<file path="config.mk">
export PLATFORM = sky130hd
export DESIGN_NAME = pipe_shifter
export DESIGN_NICKNAME = d
export VERILOG_FILES = /design/src/rtl/shifter_pkg.sv /design/src/rtl/shift_stage.sv /design/src/rtl/pipe_shifter.sv
export SDC_FILE = /design/constraint.sdc
export NUM_CORES = 1
export LEC_CHECK = 0
export ABC_AREA = 1
export BUFFER_PORTS_ARGS = -buffer_cell sky130_fd_sc_hd__buf_2
export CORE_ASPECT_RATIO = 1.2
export CORE_MARGIN = 5
export CORE_UTILIZATION = 59
export CTS_CLUSTER_SIZE = 8
export DETAILED_ROUTE_END_ITERATION = 8
export PLACE_DENSITY = 0.93
export REMOVE_ABC_BUFFERS = 1
export SYNTH_ARGS = -nofsm -noshare
export SYNTH_HDL_FRONTEND = slang
export SYNTH_HIERARCHICAL = 1
export SYNTH_SLANG_ARGS = --single-unit
</file>
<file path="constraint.sdc">
create_clock -name clk -period 2.2 [get_ports clk]
set_clock_uncertainty 0.2 [all_clocks]
set_input_delay 0.11 -clock clk [delete_from_list [all_inputs] [get_ports clk]]
set_output_delay 0.11 -clock clk [all_outputs]
set_load 0.03 [all_outputs]
</file>
<file path="src/rtl/shifter_pkg.sv">
// Shared op encodings, per-stage control payload and level-split helpers for pipe_shifter.
package shifter_pkg;

  typedef enum logic [1:0] {
    OP_SLL = 2'b00,
    OP_SRL = 2'b01,
    OP_SRA = 2'b10,
    OP_ROR = 2'b11
  } op_e;

  // Data, amount and tag are width-parametrised, so they travel beside this struct.
  typedef struct packed {
    logic valid;
    op_e  op;
    logic ovr;
  } stage_ctrl_t;

  function automatic int lvls_per_stage(input int width, input int stages);
    return ($clog2(width) + stages - 1) / stages;
  endfunction

  function automatic int stage_first_lvl(input int width, input int stages, input int k);
    return k * lvls_per_stage(width, stages);
  endfunction

  function automatic int stage_num_lvl(input int width, input int stages, input int k);
    int rem;
    rem = $clog2(width) - stage_first_lvl(width, stages, k);
    if (rem < 0) rem = 0;
    return (rem < lvls_per_stage(width, stages)) ? rem : lvls_per_stage(width, stages);
  endfunction

endpackage

</file>
<file path="src/rtl/shift_stage.sv">
// One register stage of pipe_shifter: applies a contiguous run of binary shift levels.
// Rotate levels exist only when PIPE_SHIFTER_ROR_EN is defined.
module shift_stage
  import shifter_pkg::*;
#(
  parameter int WIDTH     = 32,
  parameter int TAG_W     = 4,
  parameter int FIRST_LVL = 0,
  parameter int NUM_LVL   = 1,
  parameter bit IS_LAST   = 1'b0,
  localparam int AMT_W    = $clog2(WIDTH)
) (
  input  logic              clk,
  input  logic              rst_n,
  input  logic              flush,
  input  logic              ready,
  input  stage_ctrl_t       up_ctrl,
  input  logic [AMT_W-1:0]  up_amt,
  input  logic [WIDTH-1:0]  up_data,
  input  logic [TAG_W-1:0]  up_tag,
  output stage_ctrl_t       ctrl,
  output logic [AMT_W-1:0]  amt,
  output logic [WIDTH-1:0]  data,
  output logic [TAG_W-1:0]  tag
);

  logic [WIDTH-1:0] shifted;
  logic [WIDTH-1:0] result;

  always_comb begin
    shifted = up_data;
    for (int l = FIRST_LVL; l < FIRST_LVL + NUM_LVL; l++) begin
      if (up_amt[l]) begin
        case (up_ctrl.op)
          OP_SLL: shifted = shifted << (1 << l);
          OP_SRL: shifted = shifted >> (1 << l);
          OP_SRA: shifted = $unsigned($signed(shifted) >>> (1 << l));
`ifdef PIPE_SHIFTER_ROR_EN
          OP_ROR: shifted = (shifted >> (1 << l)) | (shifted << (WIDTH - (1 << l)));
`endif
          default: ;
        endcase
      end
    end

    // Over-range fill is applied last; SRA levels never disturb the sign bit.
    result = shifted;
    if (IS_LAST) begin
      if (up_ctrl.op == OP_ROR) begin
`ifndef PIPE_SHIFTER_ROR_EN
        result = '0;
`endif
      end else if (up_ctrl.ovr) begin
        result = (up_ctrl.op == OP_SRA) ? {WIDTH{up_data[WIDTH-1]}} : '0;
      end
    end
  end

  always_ff @(posedge clk or negedge rst_n) begin
    if (!rst_n) begin
      ctrl <= '0;
      amt  <= '0;
      data <= '0;
      tag  <= '0;
    end else if (flush) begin
      ctrl.valid <= 1'b0;
    end else if (ready) begin
      ctrl.valid <= up_ctrl.valid;
      if (up_ctrl.valid) begin
        ctrl.op  <= up_ctrl.op;
        ctrl.ovr <= up_ctrl.ovr;
        amt      <= up_amt;
        data     <= result;
        tag      <= up_tag;
      end
    end
  end

endmodule

</file>
<file path="src/rtl/pipe_shifter.sv">
// Pipelined SLL/SRL/SRA shifter with valid/ready on both sides and a tag sideband.
// Define PIPE_SHIFTER_ROR_EN to add rotate-right on op 11; otherwise op 11 reports unsupported.
module pipe_shifter
  import shifter_pkg::*;
#(
  parameter int WIDTH       = 32,
  parameter int PIPE_STAGES = 2,
  parameter int TAG_W       = 4
) (
  input  logic             clk,
  input  logic             rst_n,
  input  logic             flush,
  input  logic             in_valid,
  output logic             in_ready,
  input  logic [1:0]       in_op,
  input  logic [WIDTH-1:0] in_shamt,
  input  logic [WIDTH-1:0] in_data,
  input  logic [TAG_W-1:0] in_tag,
  output logic             out_valid,
  input  logic             out_ready,
  output logic [WIDTH-1:0] out_data,
  output logic [TAG_W-1:0] out_tag,
  output logic             out_z,
  output logic             out_v,
  output logic             out_n,
  output logic             busy
);

  localparam int AMT_W = $clog2(WIDTH);

  stage_ctrl_t        head_ctrl;
  stage_ctrl_t        ctrl_q [PIPE_STAGES];
  logic [AMT_W-1:0]   amt_q  [PIPE_STAGES];
  logic [WIDTH-1:0]   data_q [PIPE_STAGES];
  logic [TAG_W-1:0]   tag_q  [PIPE_STAGES];
  logic [PIPE_STAGES-1:0] valid_v;
  logic [PIPE_STAGES:0]   ready_v;

  // A stage may load when it is empty or the stage below is taking its op.
  always_comb begin
    ready_v[PIPE_STAGES] = out_ready;
    for (int k = PIPE_STAGES - 1; k >= 0; k--) begin
      ready_v[k] = !valid_v[k] || ready_v[k+1];
    end
  end

  assign in_ready  = ready_v[0] && !flush;
  assign head_ctrl = '{valid: in_valid && in_ready,
                       op:    op_e'(in_op),
                       ovr:   |in_shamt[WIDTH-1:AMT_W]};

  for (genvar k = 0; k < PIPE_STAGES; k++) begin : g_stage
    stage_ctrl_t      up_ctrl;
    logic [AMT_W-1:0] up_amt;
    logic [WIDTH-1:0] up_data;
    logic [TAG_W-1:0] up_tag;

    if (k == 0) begin : g_head
      assign up_ctrl = head_ctrl;
      assign up_amt  = in_shamt[AMT_W-1:0];
      assign up_data = in_data;
      assign up_tag  = in_tag;
    end else begin : g_body
      assign up_ctrl = ctrl_q[k-1];
      assign up_amt  = amt_q[k-1];
      assign up_data = data_q[k-1];
      assign up_tag  = tag_q[k-1];
    end

    shift_stage #(
      .WIDTH     (WIDTH),
      .TAG_W     (TAG_W),
      .FIRST_LVL (stage_first_lvl(WIDTH, PIPE_STAGES, k)),
      .NUM_LVL   (stage_num_lvl(WIDTH, PIPE_STAGES, k)),
      .IS_LAST   (k == PIPE_STAGES - 1)
    ) u_stage (
      .clk     (clk),
      .rst_n   (rst_n),
      .flush   (flush),
      .ready   (ready_v[k]),
      .up_ctrl (up_ctrl),
      .up_amt  (up_amt),
      .up_data (up_data),
      .up_tag  (up_tag),
      .ctrl    (ctrl_q[k]),
      .amt     (amt_q[k]),
      .data    (data_q[k]),
      .tag     (tag_q[k])
    );

    assign valid_v[k] = ctrl_q[k].valid;
  end

  assign busy      = |valid_v;
  assign out_valid = valid_v[PIPE_STAGES-1];
  assign out_data  = data_q[PIPE_STAGES-1];
  assign out_tag   = tag_q[PIPE_STAGES-1];
  assign out_n     = 1'b0;
  // Flags are qualified by out_valid so they read 0 out of reset.
  assign out_z     = out_valid && (out_data == '0);
`ifdef PIPE_SHIFTER_ROR_EN
  assign out_v     = 1'b0;
`else
  assign out_v     = out_valid && (ctrl_q[PIPE_STAGES-1].op == OP_ROR);
`endif

endmodule

</file>
# Yosys cells after proc, flatten, opt, wreduce, memory -nomap -nowiden
# Index checks and enable logic that the tools add are counted.
[word_totals] word_cells=55 reg_bits=85 output_inout_bits=42
[classes] muxes=19 eq_ne=6 bitwise_logic=1 reduce_logical=18
[op_table] op="32-bit one-hot mux with 3 select lines" count=5
[op_table] op="32-bit 2-to-1 mux" count=8
[op_table] op="32-bit zero test" count=1
[op_table] op="27-bit OR reduction" count=1
[op_table] op="2-bit equality test, second input constant" count=4
[op_table] op="4-bit 2-to-1 mux" count=2
[op_table] op="3-bit 2-to-1 mux" count=2
[op_table] op="3-bit AND reduction" count=2
[op_table] op="2-bit by 1-bit equality test with 1-bit output, second input constant" count=2
[op_table] op="1-bit logical AND" count=4
[op_table] op="2-bit zero test" count=2
[op_table] op="2-bit nonzero test" count=2
[op_table] op="1-bit zero test" count=3
[op_table] op="1-bit logical OR" count=2
[op_table] op="1-bit 2-to-1 mux" count=2
[op_table] op="2-bit OR reduction" count=1
[op_table] op="1-bit NOT" count=1

# Logic depth before layout (Yosys ltp)
# Gate-level depths: netlist of the first run.
[depth] depth_word=8 mapped_depth=14 mapped_depth_nobuf=13

# By module
# Netlist of the first run, hierarchy kept.
[by_module_without_submodules] mod="shift_stage at g_stage[0].u_stage" n_inst=1 cells_per_inst=701 area_each_um2=4139.0 seq_area_each_um2=1126.1
[by_module_without_submodules] mod="shift_stage at g_stage[1].u_stage" n_inst=1 cells_per_inst=471 area_each_um2=3019.1 seq_area_each_um2=1126.1
[by_module_without_submodules] mod="pipe_shifter" n_inst=1 cells_per_inst=65 area_each_um2=266.5 seq_area_each_um2=0.0

# Worst setup path after synthesis of the first run
# No wires, ideal clock.
[synth_path] kind="register to register" startpoint="reg g_stage[1].u_stage/ctrl[3] (netlist bit)" endpoint="reg g_stage[0].u_stage.data[2]" period_less_slack_ps=2021 path_slack_ps=179 path_stages_with_launch=9 setup_ps=135 required_ps=1865 arrival_time_ps=1686 path_cell_list="dfrtp_1 -> nand3_1 -> nand2_1 -> nor2_1 -> nand2_1 -> nor2_1 -> clkbuf_1 -> clkbuf_1 -> a31oi_1"
[synth_lines] element="start, declared" line="shift_stage.sv:21" rtl="output stage_ctrl_t ctrl,"
[synth_lines] element="end signal, assigned" line="shift_stage.sv:73" rtl="data <= result;"
[synth_lines] element="end, declared" line="shift_stage.sv:23" rtl="output logic [WIDTH-1:0] data,"

==> results of run 1 <==
## state kept, by name, summed over array words and instances (netlist names)
signal                cells
g_stage.u_stage/ctrl      7
g_stage.u_stage/tag       8
g_stage.u_stage/amt       2
g_stage.u_stage/data     64
## path summary, 6_finish.rpt
check | startpoint | endpoint
min in group asynchronous | rst_n | g_stage[1].u_stage/data[20]
max in group asynchronous | rst_n | g_stage[0].u_stage/data[31]
worst min-delay path | in_shamt[11] | g_stage[0].u_stage/ctrl[0]
worst max-delay path | g_stage[1].u_stage/ctrl[3] | g_stage[0].u_stage/data[28]
worst min register to register | g_stage[0].u_stage/tag[1] | g_stage[0].u_stage/tag[1]
worst max register to register | g_stage[1].u_stage/ctrl[3] | g_stage[0].u_stage/data[28]
## cell usage in the layout, fill, tap and decap left out, types with 2 or more instances in the layout
cell and instances:
a21oi_2 2, inv_6 2, clkinv_4 2, nand2_1 487, or2_1 15, nand2_8 2
nor2_4 2, a31oi_1 4, or2_2 6, nand2_2 6, inv_1 71, o22ai_1 9
buf_12 9, nand3_1 231, clkinvlp_4 2, o21ai_1 8, nor2_2 4, clkbuf_16 9
nor2_1 110, a21oi_1 25, nand2_4 5, nand3_2 9, buf_2 114, inv_2 8
nor3_1 3, nand4_1 14, o21ai_0 29, o211ai_1 2, dfrtp_1 81, dlygate4sd3_1 26
buf_4 29
## power by group through the flow
stage	logic, mW	clock network, mW	registers (mW)
5_1_grt	3.33	1.50	2.21
4_1_cts	2.96	1.43	2.16
2_1_floorplan	1.56	0	2.51
3_5_place_dp	2.91	0	2.19
3_3_place_gp	2.89	0	2.17
6_report	3.03	1.42	2.18
## area by class of cell
type	instances	area share
sequential	81	0.2405
timing repair buffer	178	0.1458
clock inverter	6	0.005939
inverter	80	0.03563
clock buffer	10	0.02836
tap	161	0.02390
multi-input combinational	979	0.5198
## worst max-delay path, delay by kind of cell, from the launching register on
family / cells / cell delay (ns)
AO/OA/AOI/OAI: 1 / 0.24
AND/OR/NAND/NOR: 7 / 0.76
flip-flops: 1 / 0.47
buffers and inverters: 2 / 0.26
## per-layer routing
metal,part of all wire,vias up
met2,0.50,468
met3,0.074,99
met5,0,-
met1,0.39,3889
li1,-,4118
met4,0.045,0
## metrics by stage
step	setup TNS (ns)	hold slack (ns)	power [mW]	setup slack (ns)	std cells
after floorplan	-74.91	-0.3856	4.071	-2.106	1140
after CTS	0	0.003799	6.548	0.03640	1496
after detailed placement	0	-0.1416	5.096	0.1926	1453
after global routing	0	0.06261	7.046	0.01374	1495
final	0	0.02082	6.636	0.1542	1495
after global placement	0	-0.1420	5.065	0.2635	1453
## what timing repair did
item,CTS,global route
hold endpoints to repair,93,0
resized for setup,0,1
hold buffers,27,0
setup endpoints to repair,0,2
==> results.sh, run 1 <==
export IMPL_grt_pass1_vias=7801
export IMPL_register_area_um2=2027
export IMPL_final_area_um2=8427
export IMPL_path_class="register to register"
export IMPL_met1_usage=0.3953
export IMPL_row_count=44
export IMPL_drc=0
export IMPL_grt_use_met3=0.04156
export IMPL_yosys_warnings=6
export IMPL_use_met2=0.5589
export IMPL_rr_worst_depth=10
export IMPL_postPlaceCellArea_um2=7873
export IMPL_vias_per_cell=5.735
export IMPL_htreeDepth=3
export IMPL_antenna_found_initial=0
export IMPL_crit_chain="nand3_2 -> nand2_1 -> nor2_1 -> nand2_1 -> nor2_4 -> inv_1 -> a21oi_2 -> nand3_1 -> nand2_1 -> inv_1"
export IMPL_syn_cell_area_um2=7113
export IMPL_postCtsSetupBuffers=0
export IMPL_cts_buffers=9
export IMPL_via_count=8574
export IMPL_hold_path_depth=7
export IMPL_fin_crit_ns=2.046
export IMPL_seqPwrFrac=0.328
export IMPL_p_int_mw=3.675
export IMPL_p_leak_nw=4.614
export IMPL_drive_gt1_frac=0.1604
export IMPL_multi_input_comb_area_um2=4380
export IMPL_die_h_um=130.3
export IMPL_vdd_ir_drop_max_mv=0.4450
export IMPL_grt_overflow_total=0
export IMPL_rsz0062_at_grt="no"
export IMPL_maxCapViolCount=0
export IMPL_drt_total_wl_mm=23.38
export IMPL_p_per_area_nw_per_um2=787.5
export IMPL_fin_util=0.7054
export IMPL_coreArea_um2=11950
export IMPL_n_antenna_cell=0
export IMPL_synth_cells=1207
export IMPL_clk_pin_slew_ns=0.07
export IMPL_p_sw_frac=0.4461
export IMPL_period_share=0.9299
export IMPL_status="complete, no violations"
export IMPL_nNetsFinal=1404
export IMPL_comb_power_share=0.457
export IMPL_finalMaxSlewViolations=0
export IMPL_die_x_um=110.2
export IMPL_grt_total_usage=0.3242
export IMPL_worst_hold_path_type="primary input to register"
export IMPL_ioPinCount=117
export IMPL_crit_required_ns=2.23
export IMPL_grt_max_degree=58
export IMPL_place_congestion=1.064
export IMPL_start_util=0.5954
export IMPL_cp_slowest_cell="dfrtp_1"
export IMPL_root_buffer="clkbuf_16"
export IMPL_final_setup_viol_count=0
export IMPL_cts_buffer_depth=2
export IMPL_initialDrtViolationCount=703
export IMPL_start_kind="register"
export IMPL_cts_tree="built"
export IMPL_crit_top_cell="nand2_1"
export IMPL_fill_cells=1105
export IMPL_max_slew_margin=0.5535
export IMPL_tightest_slew_ns=0.6687
export IMPL_wl_per_cell_um=15.64
export IMPL_die_area_um2=14360
export IMPL_cts_sinks=81
export IMPL_fmax_mhz=488.8
export IMPL_dr_pass1_iters=6
export IMPL_cp_end_kind="register"
export IMPL_syn_to_final_growth_pct=18.47
export IMPL_port_buffers=115
export IMPL_clk_insertion_delay_late_ns=0.34
export IMPL_busiest_layer="met2"
export IMPL_path_max_fanout=10
export IMPL_switching_power_mw=2.960
export IMPL_hold_violations=0
export IMPL_ant_nets=0
export IMPL_avgSynthCellArea_um2=5.893
export IMPL_cp_slowest_stage_delay_ns=0.47
export IMPL_ff2ff_setup_slack_ns=0.15
export IMPL_grt_pass1_wl_mm=37.27
export IMPL_hpwl_mm=16.65
export IMPL_clkPwrFrac=0.215
export IMPL_cp_arrival_ns=2.08
Note: power is estimated with default switching activity, not from simulation.
==> run 2: changes to the inputs <==
--- a/config.mk
+++ b/config.mk
@@ -7,12 +7,14 @@
 export LEC_CHECK = 0
 export ABC_AREA = 1
 export BUFFER_PORTS_ARGS = -buffer_cell sky130_fd_sc_hd__buf_2
+export CELL_PAD_IN_SITES_DETAIL_PLACEMENT = 0
+export CELL_PAD_IN_SITES_GLOBAL_PLACEMENT = 1
 export CORE_ASPECT_RATIO = 1.2
 export CORE_MARGIN = 5
-export CORE_UTILIZATION = 59
+export CORE_UTILIZATION = 40
 export CTS_CLUSTER_SIZE = 8
 export DETAILED_ROUTE_END_ITERATION = 8
-export PLACE_DENSITY = 0.93
+export PLACE_DENSITY = 0.92
 export REMOVE_ABC_BUFFERS = 1
 export SYNTH_ARGS = -nofsm -noshare
 export SYNTH_HDL_FRONTEND = slang
==> run 2 against run 1 <==
Against the previous run: register-to-register slack better by 0.03 ns; worst hold slack gained 0.015 ns; global-route usage fell by 10 points; cell area is 2.1% higher; total power hardly changed; critical path type is now primary input to register.
==> results.sh, run 2 (same netlist as run 1, synthesis figures left out) <==
export IMPL_crit_chain="dlygate4sd3_1 -> buf_2 -> inv_1 -> nand3_1 -> nand2_1 -> nor2_1 -> nand2_1 -> nor2_4 -> inv_1 -> buf_4 -> a21oi_1 -> nand2_1 -> nand2_1"
export IMPL_final_area_um2=8607
export IMPL_vias_per_cell=5.252
export IMPL_drt_total_wl_mm=23.28
export IMPL_antenna_found_initial=0
export IMPL_busiest_layer="met2"
export IMPL_n_antenna_cell=0
export IMPL_start_kind="primary input"
export IMPL_use_met2=0.3746
export IMPL_tightest_slew_ns=0.6390
export IMPL_postPlaceCellArea_um2=7891
export IMPL_fmax_mhz=490.7
export IMPL_die_area_um2=20560
export IMPL_hpwl_mm=17.23
export IMPL_finalPower_mw=6.642
export IMPL_crit_required_ns=2.28
export IMPL_clk_pin_slew_ns=0.06
export IMPL_p_per_area_nw_per_um2=771.7
export IMPL_grt_max_degree=54
export IMPL_syn_to_final_growth_pct=21.00
export IMPL_cp_arrival_ns=2.12
export IMPL_dr_pass1_iters=8
export IMPL_drc=0
export IMPL_biggestRegsByFlops="g_stage.u_stage/data: 64 flops, g_stage.u_stage/tag: 8 flops, g_stage.u_stage/ctrl: 7 flops"
export IMPL_nNetsFinal=1415
export IMPL_met1_usage=0.2865
export IMPL_period_share=0.9264
export IMPL_cp_end_kind="register"
export IMPL_final_common_cell="nand2_1"
export IMPL_grt_overflow_total=0
export IMPL_via_count=8219
export IMPL_grt_use_met3=0.03323
export IMPL_finalMaxSlewViolations=0
export IMPL_hold_violations=0
export IMPL_ioPinCount=117
export IMPL_root_buffer="clkbuf_16"
export IMPL_layout_common_cells="nand2_1, nand3_1, buf_2, nor2_1, dfrtp_1"
export IMPL_cts_buffers=9
export IMPL_die_x_um=131.7
export IMPL_initialDrtViolationCount=780
export IMPL_max_slew_margin=0.5734
export IMPL_crit_top_cell="nand2_1"
export IMPL_start_util=0.4063
export IMPL_port_buffers=115
export IMPL_cp_slowest_cell="dlygate4sd3_1"
export IMPL_cpLargestDelayFamily="buffers and inverters"
export IMPL_die_h_um=156.1
export IMPL_regMostFlops="g_stage.u_stage/data"
export IMPL_path_class="primary input to register"
export IMPL_rsz0062_at_grt="no"
export IMPL_coreArea_um2=17510
export IMPL_wl_per_cell_um=14.88
export IMPL_p_leak_nw=4.656
export IMPL_tns_ns=0
export IMPL_vdd_ir_drop_max_mv=0.3851
export IMPL_maxCapViolCount=0
export IMPL_final_setup_viol_count=0
export IMPL_drive_gt1_frac=0.1561
export IMPL_row_count=53
export IMPL_clk_insertion_delay_late_ns=0.34
export IMPL_cts_sinks=81
export IMPL_path_max_fanout=13
export IMPL_cts_buffer_depth=2
export IMPL_cp_slowest_stage_delay_ns=0.53
export IMPL_grt_pass1_wl_mm=38.80
export IMPL_critPathBufInv=5
export IMPL_fin_crit_ns=2.038
export IMPL_htreeDepth=3
export IMPL_place_congestion=1.008
export IMPL_worst_hold_path_type="primary input to register"
export IMPL_largest_register_ffs=64
export IMPL_status="complete, no violations"
export IMPL_fin_util=0.4916
export IMPL_ant_nets=0
export IMPL_grt_pass1_vias=7868
export IMPL_grt_total_usage=0.2236
export IMPL_cts_tree="built"
==> run 2: timing repair <==
| action | 4_1_cts | 5_1_grt |
|---|---|---|
| buffers inserted | 0 | 0 |
| hold buffers | 41 | 0 |
| gates resized for setup | 0 | 1 |
| endpoints found under the hold margin | 94 | 0 |
| setup endpoints to repair | 0 | 4 |
==> run 2: report_power, final <==
group          leakage [nW]  switching, mW  internal [mW]
logic                  3.52           1.95           1.02
registers             0.990          0.330           1.85
clock network         0.146          0.616          0.888
==> run 2: layer usage <==
metal / wire length (µm) / vias to the layer above
met5: 0 / -
met4: 966 / 0
met3: 1269 / 63
met2: 11060 / 297
met1: 9981 / 3717
li1: - / 4142
==> run 2: cell type report <==
cell class | instances | area (µm²)
fill | 1887 | 8900
multi-input combinational | 979 | 4378
clock inverter | 7 | 77.57
timing repair buffer | 189 | 1324
clock buffer | 9 | 225.2
sequential | 81 | 2027
tap | 220 | 275.3
inverter | 80 | 300.3
==> run 2: worst min-delay path: cells and delay by family <==
kind | cells | cell delay [ns]
AOI/OAI and AO/OA | 1 | 0.09
buffers and inverters | 2 | 0.32
==> run 2: path summary, 6_finish.rpt <==
kind                                                 start  cells after the start                          end  slack (ns)
worst max-delay path                             out_ready                     13  g_stage[0].u_stage/data[25]        0.16
worst min-delay path                              in_op[0]                      3   g_stage[0].u_stage/ctrl[1]        0.04
worst max register to register  g_stage[0].u_stage/ctrl[3]                     10  g_stage[0].u_stage/data[25]        0.18
worst min register to register   g_stage[1].u_stage/tag[3]                      2    g_stage[1].u_stage/tag[3]        0.27
max in group asynchronous                            rst_n                      3    g_stage[1].u_stage/tag[3]        1.13
min in group asynchronous                            rst_n                      2  g_stage[1].u_stage/data[30]        0.08
==> run 2: through the flow <==
step | hold slack, ns | setup WS, ns | std cells
2_1_floorplan | -0.3856 | -2.106 | 1140
3_3_place_gp | -0.09348 | 0.1610 | 1508
3_5_place_dp | -0.08950 | 0.1545 | 1508
4_1_cts | 0.03272 | 0.1338 | 1565
5_1_grt | 0.06687 | 0.01237 | 1565
6_report | 0.03543 | 0.1619 | 1565
